==> src/rtl/decode_fwd_stage_pkg.sv <==
// Shared cpu constants and types for the decode/forward stage.
// No logic; constants and a small helper only.
// Not applicable (no flow control).
package decode_fwd_stage_pkg;

   // datapath and register-file geometry defaults
   localparam int CPU_XLEN = 32;
   localparam int CPU_NREG = 32;
   localparam int CPU_AW   = $clog2(CPU_NREG);

   // encodings of the write-enable and is-load qualifiers from later stages
   localparam logic WEN_ON  = 1'b1;
   localparam logic LOAD_ON = 1'b1;

   // which source feeds an operand
   typedef enum logic [2:0] {
      SRC_ZERO = 3'd0,
      SRC_E    = 3'd1,
      SRC_M    = 3'd2,
      SRC_W    = 3'd3,
      SRC_RF   = 3'd4
   } fwd_src_e;

   // execute stage may forward only a non-load result that writes rd
   function automatic logic e_fwd_ok(input logic valid, input logic wen, input logic load);
      return valid && (wen == WEN_ON) && (load != LOAD_ON);
   endfunction

endpackage

==> src/rtl/decode_fwd_stage_fwd_prio_mux.sv <==
// Operand select for one read port: x0 -> 0, then E > M > W > register file.
// Purely combinational, zero latency.
// No flow control; caller qualifies the per-stage forward enables.
module fwd_prio_mux
   import decode_fwd_stage_pkg::*;
#(
   parameter int XLEN = CPU_XLEN,
   parameter int AW   = CPU_AW
) (
   input  logic [AW-1:0]   rs_i,
   input  logic            e_fwd_i,
   input  logic [AW-1:0]   e_rd_i,
   input  logic [XLEN-1:0] e_val_i,
   input  logic            m_fwd_i,
   input  logic [AW-1:0]   m_rd_i,
   input  logic [XLEN-1:0] m_val_i,
   input  logic            w_fwd_i,
   input  logic [AW-1:0]   w_rd_i,
   input  logic [XLEN-1:0] w_val_i,
   input  logic [XLEN-1:0] rf_val_i,
   output logic [XLEN-1:0] op_o
);

   fwd_src_e sel;

   // pick the youngest producer of rs; x0 is hard-wired to zero
   always_comb begin
      sel = SRC_RF;
      if (rs_i == '0)
         sel = SRC_ZERO;
      else if (e_fwd_i && (e_rd_i == rs_i))
         sel = SRC_E;
      else if (m_fwd_i && (m_rd_i == rs_i))
         sel = SRC_M;
      else if (w_fwd_i && (w_rd_i == rs_i))
         sel = SRC_W;
   end

   // steer the selected value onto the operand
   always_comb begin
      op_o = '0;
      case (sel)
         SRC_E:   op_o = e_val_i;
         SRC_M:   op_o = m_val_i;
         SRC_W:   op_o = w_val_i;
         SRC_RF:  op_o = rf_val_i;
         default: op_o = '0;
      endcase
   end

endmodule

==> src/rtl/decode_fwd_stage.sv <==
// Decode stage: register file, operand forwarding, load-use interlock, X register.
// Latency 1 cycle from an accepted decode instruction to X_valid_o.
// Holds X while x_ready_i is low; d_ready_o drops on load-use hazard, flush, reset or full X.
module decode_fwd_stage
   import decode_fwd_stage_pkg::*;
#(
   parameter int XLEN = CPU_XLEN,
   parameter int NREG = CPU_NREG,
   parameter int NRD  = 2,
   localparam int AW  = $clog2(NREG)
) (
   input  logic                clk_i,
   input  logic                rst_i,
   input  logic                D_valid_i,
   input  logic [NRD*AW-1:0]   D_rs_i,
   input  logic [NRD-1:0]      D_rs_used_i,
   input  logic [AW-1:0]       D_rd_i,
   output logic                d_ready_o,
   input  logic                E_valid_i,
   input  logic                E_wen_i,
   input  logic                E_load_i,
   input  logic [AW-1:0]       E_rd_i,
   input  logic [XLEN-1:0]     e_val_i,
   input  logic                M_valid_i,
   input  logic                M_wen_i,
   input  logic [AW-1:0]       M_rd_i,
   input  logic [XLEN-1:0]     m_val_i,
   input  logic                W_valid_i,
   input  logic                W_wen_i,
   input  logic [AW-1:0]       W_rd_i,
   input  logic [XLEN-1:0]     W_val_i,
   input  logic                flush_i,
   input  logic                x_ready_i,
   output logic                X_valid_o,
   output logic [AW-1:0]       X_rd_o,
   output logic [NRD*XLEN-1:0] X_val_o,
   output logic [15:0]         stall_cnt_o
);

   logic [XLEN-1:0]     rf_q [NREG];
   logic                x_valid_q, x_valid_d;
   logic [AW-1:0]       x_rd_q, x_rd_d;
   logic [NRD*XLEN-1:0] x_val_q, x_val_d;
   logic [15:0]         stall_cnt_q, stall_cnt_d;

   logic                e_fwd, m_fwd, w_fwd, w_write;
   logic                hazard;
   logic                x_free;
   logic [NRD*XLEN-1:0] op_w;

   assign e_fwd   = e_fwd_ok(E_valid_i, E_wen_i, E_load_i);
   assign m_fwd   = M_valid_i && (M_wen_i == WEN_ON);
   assign w_fwd   = W_valid_i && (W_wen_i == WEN_ON);
   assign w_write = w_fwd && (W_rd_i != '0);

   // register file: synchronous clear, write-back port, x0 never written
   always_ff @(posedge clk_i) begin
      if (rst_i) begin
         for (int i = 0; i < NREG; i++)
            rf_q[i] <= '0;
      end else if (w_write) begin
         rf_q[W_rd_i] <= W_val_i;
      end
   end

   // one forwarding mux per read port
   for (genvar p = 0; p < NRD; p++) begin : g_port
      fwd_prio_mux #(
         .XLEN (XLEN),
         .AW   (AW)
      ) u_mux (
         .rs_i     (D_rs_i[p*AW +: AW]),
         .e_fwd_i  (e_fwd),
         .e_rd_i   (E_rd_i),
         .e_val_i  (e_val_i),
         .m_fwd_i  (m_fwd),
         .m_rd_i   (M_rd_i),
         .m_val_i  (m_val_i),
         .w_fwd_i  (w_fwd),
         .w_rd_i   (W_rd_i),
         .w_val_i  (W_val_i),
         .rf_val_i (rf_q[D_rs_i[p*AW +: AW]]),
         .op_o     (op_w[p*XLEN +: XLEN])
      );
   end

   // load-use interlock: a used source waits on a load still in execute
   always_comb begin
      hazard = 1'b0;
      for (int p = 0; p < NRD; p++) begin
         if (D_rs_used_i[p] && (D_rs_i[p*AW +: AW] != '0) &&
             E_valid_i && (E_wen_i == WEN_ON) && (E_load_i == LOAD_ON) &&
             (E_rd_i == D_rs_i[p*AW +: AW]))
            hazard = 1'b1;
      end
   end

   assign x_free    = !x_valid_q || x_ready_i;
   assign d_ready_o = !rst_i && !hazard && !flush_i && x_free;

   // X register next state: flush > hold > accept > bubble > drain
   always_comb begin
      x_valid_d   = x_valid_q;
      x_rd_d      = x_rd_q;
      x_val_d     = x_val_q;
      stall_cnt_d = stall_cnt_q;
      if (flush_i) begin
         x_valid_d = 1'b0;
      end else if (!x_free) begin
         x_valid_d = 1'b1;
      end else if (D_valid_i && !hazard) begin
         x_valid_d = 1'b1;
         x_rd_d    = D_rd_i;
         x_val_d   = op_w;
      end else if (D_valid_i) begin
         x_valid_d = 1'b0;
         if (stall_cnt_q != 16'hFFFF)
            stall_cnt_d = stall_cnt_q + 16'd1;
      end else begin
         x_valid_d = 1'b0;
      end
   end

   // X register and stall counter with synchronous reset
   always_ff @(posedge clk_i) begin
      if (rst_i) begin
         x_valid_q   <= 1'b0;
         x_rd_q      <= '0;
         x_val_q     <= '0;
         stall_cnt_q <= '0;
      end else begin
         x_valid_q   <= x_valid_d;
         x_rd_q      <= x_rd_d;
         x_val_q     <= x_val_d;
         stall_cnt_q <= stall_cnt_d;
      end
   end

   assign X_valid_o   = x_valid_q;
   assign X_rd_o      = x_rd_q;
   assign X_val_o     = x_val_q;
   assign stall_cnt_o = stall_cnt_q;

endmodule

==> config.mk <==
export PLATFORM = sky130hd
export DESIGN_NAME = decode_fwd_stage
export DESIGN_NICKNAME = d
export VERILOG_FILES = /design/src/rtl/decode_fwd_stage_pkg.sv /design/src/rtl/decode_fwd_stage_fwd_prio_mux.sv /design/src/rtl/decode_fwd_stage.sv
export SDC_FILE = /design/constraint.sdc
export NUM_CORES = 2
export LEC_CHECK = 0
export ABC_AREA = 0
export CORE_ASPECT_RATIO = 2
export CORE_UTILIZATION = 42
export CTS_CLUSTER_SIZE = 12
export DETAILED_ROUTE_END_ITERATION = 8
export GPL_TIMING_DRIVEN = 0
export PLACE_DENSITY = 0.6
export SYNTH_ARGS = -nofsm -noshare
export SYNTH_HDL_FRONTEND = slang
export SYNTH_SLANG_ARGS = --single-unit
==> constraint.sdc <==
create_clock -name clk_i -period 6.78 [get_ports clk_i]
set_input_delay 1.017 -clock clk_i [delete_from_list [all_inputs] [get_ports clk_i]]
set_output_delay 1.017 -clock clk_i [all_outputs]
set_load 0.01 [all_outputs]
==> flow_metrics.tcl <==
set metrics [dict create \
    outcome "finished with violations" \
    violations "capacitance limit, slew limit" \
    synth_compound_area_share_pct 6.08 \
    grt_overflow_total 0 \
    root_buffer "clkbuf_16" \
    chipHeight_um 531 \
    hold_ws_ns 0.463 \
    die_x_um 266 \
    cts_made_buffers 106 \
    yosys.cell_types.count 57 \
    synth_edf_count 1024 \
    critPathMaxStageDelay_ns 0.58 \
    ys_seq_area_share_pct 55.3 \
    portBuffers 215 \
    ys_warn_count 0 \
    cp.required_ns 5.76 \
    fin_crit_sh_pct 74.7 \
    ctsLongestPathBuffers 3 \
    via_count 39100 \
    yosys.area.top_type_share_pct 52.4 \
    wl_per_cell_um 35.7 \
    maxCapViolCount 1 \
    hold_class "reg2reg" \
    crit_path_end_kind "output port" \
    synthSimpleGateAreaFrac_pct 14.0 \
    setup_violations 0 \
    post-dp-hpwl_mm 182 \
    grt_pass1_wl_mm 309 \
    rsz0062_at_grt "false" \
    pre_cts_ws_ns 1.49 \
    antenna_found_initial 9 \
    worstSetupPathType "in2out" \
    clock.fmax_mhz 197 \
    power_density_mw_per_mm2 239 \
    tightest_slew_ns 1.67 \
    cts_resized 0 \
    synth_flop_cell "edfxtp_1" \
    clkSinkCount 1110 \
    synth_fa_ha_area_share_pct 0.0213 \
    setup.worst_path.start_class "input pin" \
    cts_setup_buffers 0 \
    die_area_mm2 0.141 \
    rows 193 \
    async_reset_ff_share_pct 0 \
    synth_mux_area_share_pct 20.7 \
    fin_ws_ns 1.71 \
    critPathMaxFanout 6 \
    cts-hold-fix-buffers 0 \
    p_leak_nw 22.0 \
    final_max_slew_viol_count 6 \
    slowest_stage "clkdlybuf4s50_1" \
    path_clk_slew_ns 0.06 \
    slew_headroom_pct -11.5 \
    io_pins 227 \
    finClkSkew_ns 0.0236 \
    postPlaceCellArea_mm2 0.0633 \
    cts_max_level 3 \
    antenna_left 0 \
    worstPathCellList "clkdlybuf4s50_1, or3_1, clkbuf_1, or3_1, nand4_2, a21oi_4, nor4_1, clkdlybuf4s50_1" \
    via_per_inst 6.15 \
    cts_tree "done" \
    fin_crit_ns 5.07 \
    clk_latency_ns 0.75 \
    first_pass_iters 6 \
    syn_to_final_growth_pct 13.2 \
    avgSynthCellArea_um2 14.5 \
    grt_usage_pct 32.3 \
    yosysMostFrequentCell "edfxtp_1" \
    drt_iter0_drc 4532 \
    start_util_pct 42.4 \
    hold_viol_final 0 \
    final_layout_size_suffix_gt1_share_pct 18.4 \
    drt_wl_total_mm 227 \
    core_area_mm2 0.138 \
    drc 0 \
    syn_inst 4054 \
    synth.largest_area_cell "edfxtp_1" \
    synth_seq_cells 1110 \
    gp_congestion 1.04 \
    synth_top_family_by_area "multiplexers" \
    syn_area_mm2 0.0587 \
    nNetsFinal 4551 \
    ir_worst_vdd_mv 0.238 \
    postLayoutCellArea_mm2 0.0665 \
    grt_pass1_vias 40300 \
    ys_top_cells_by_area "edfxtp_1 (52%), mux4_2 (19%), and2_1 (11%)" \
    synth_common_cells "edfxtp_1 (1,024), and2_1 (996), mux4_2 (496)" \
    synth_xor_area_share_pct 0.671 \
    grt_max_degree 33 \
    worst_ep_arrival_time_ns 4.05 \
    tns_ns 0 \
]
final timing paths:
check	start	to	slack, ns	depth (start not counted)
hold reg to reg	X_val_o[11]$_SDFFE_PP0P_	X_val_o[11]$_SDFFE_PP0P_	0.46	1
hold / removal	X_val_o[11]$_SDFFE_PP0P_	X_val_o[11]$_SDFFE_PP0P_	0.46	1
setup / recovery	D_rs_i[3]	d_ready_o	1.71	8
setup reg to reg	X_valid_o$_SDFF_PP0_	X_val_o[49]$_SDFFE_PP0P_	3.77	7
cells in the final DEF (no fill, tap or decap), drive strengths merged, types with 13 or more instances in the layout:
| cell type | instances |
|---|---|
| a221oi | 92 |
| a2111oi | 32 |
| o22ai | 124 |
| nor3 | 13 |
| o2bb2ai | 64 |
| and2 | 998 |
| clkbuf | 478 |
| nand2 | 91 |
| dfxtp | 86 |
| buf | 145 |
| nand4 | 16 |
| a21oi | 73 |
| nand3 | 76 |
| nor2 | 131 |
| mux2i | 100 |
| or2 | 33 |
| conb | 32 |
| clkdlybuf4s50 | 215 |
| edfxtp | 1024 |
| mux4 | 496 |
| xor2 | 29 |
| a211oi | 64 |
| xnor2 | 16 |
state kept, by name, summed over array words and instances, names as in the netlist:
signal       flops
X_val_o         64
rf_q          1024
stall_cnt_o     16
X_rd_o           5
X_valid_o        1
cell type report:
cell class / count / area, um^2
inverter: 2 / 7.51
antenna: 7 / 17.5
clock buffer: 182 / 3020
sequential: 1110 / 32500
clock inverter: 13 / 104
buffer: 439 / 1880
timing repair buffer: 217 / 2180
fill: 12200 / 71900
multi-input combinational: 2534 / 24500
tap: 1852 / 2320
logic make-up after synthesis:
family                     count (synthesis)
adders and majority gates                  1
muxes                                    596
AOI/OAI and AO/OA                        460
buffers and inverters                    441
and+or+nand+nor                         1400
other                                      1
xor gates and xnor gates                  45
DFF                                     1110
layer usage:
metal	part of all wire [%]	GRT usage, %	wire (um)
met5	0.021	0	47
met4	8.4	23.1	19000
met3	7.5	5.63	17100
met2	50	55.7	114000
met1	34	35.8	76200
through the flow:
stage	total power, mW	std cells	utilization [%]
after floorplan	9.29	4085	-
after global placement	10.2	6152	45.7
after detailed placement	10.2	6154	45.8
after CTS	15.9	6349	48.0
after global routing	16.2	6350	48.0
final	15.9	6356	48.0
worst max-delay path, delay by kind of cell:
kind	cells	cell delay [ns]
compound gates	1	0.11
buf+inv	3	1.48
simple gates	4	1.44
power by group:
group | internal, mW | switching (mW) | total [mW]
combinational | 0.860 | 1.25 | 2.11
sequential | 7.84 | 0.212 | 8.05
clock | 3.04 | 2.72 | 5.76
No activity file was read; power rests on OpenSTA's default activity.
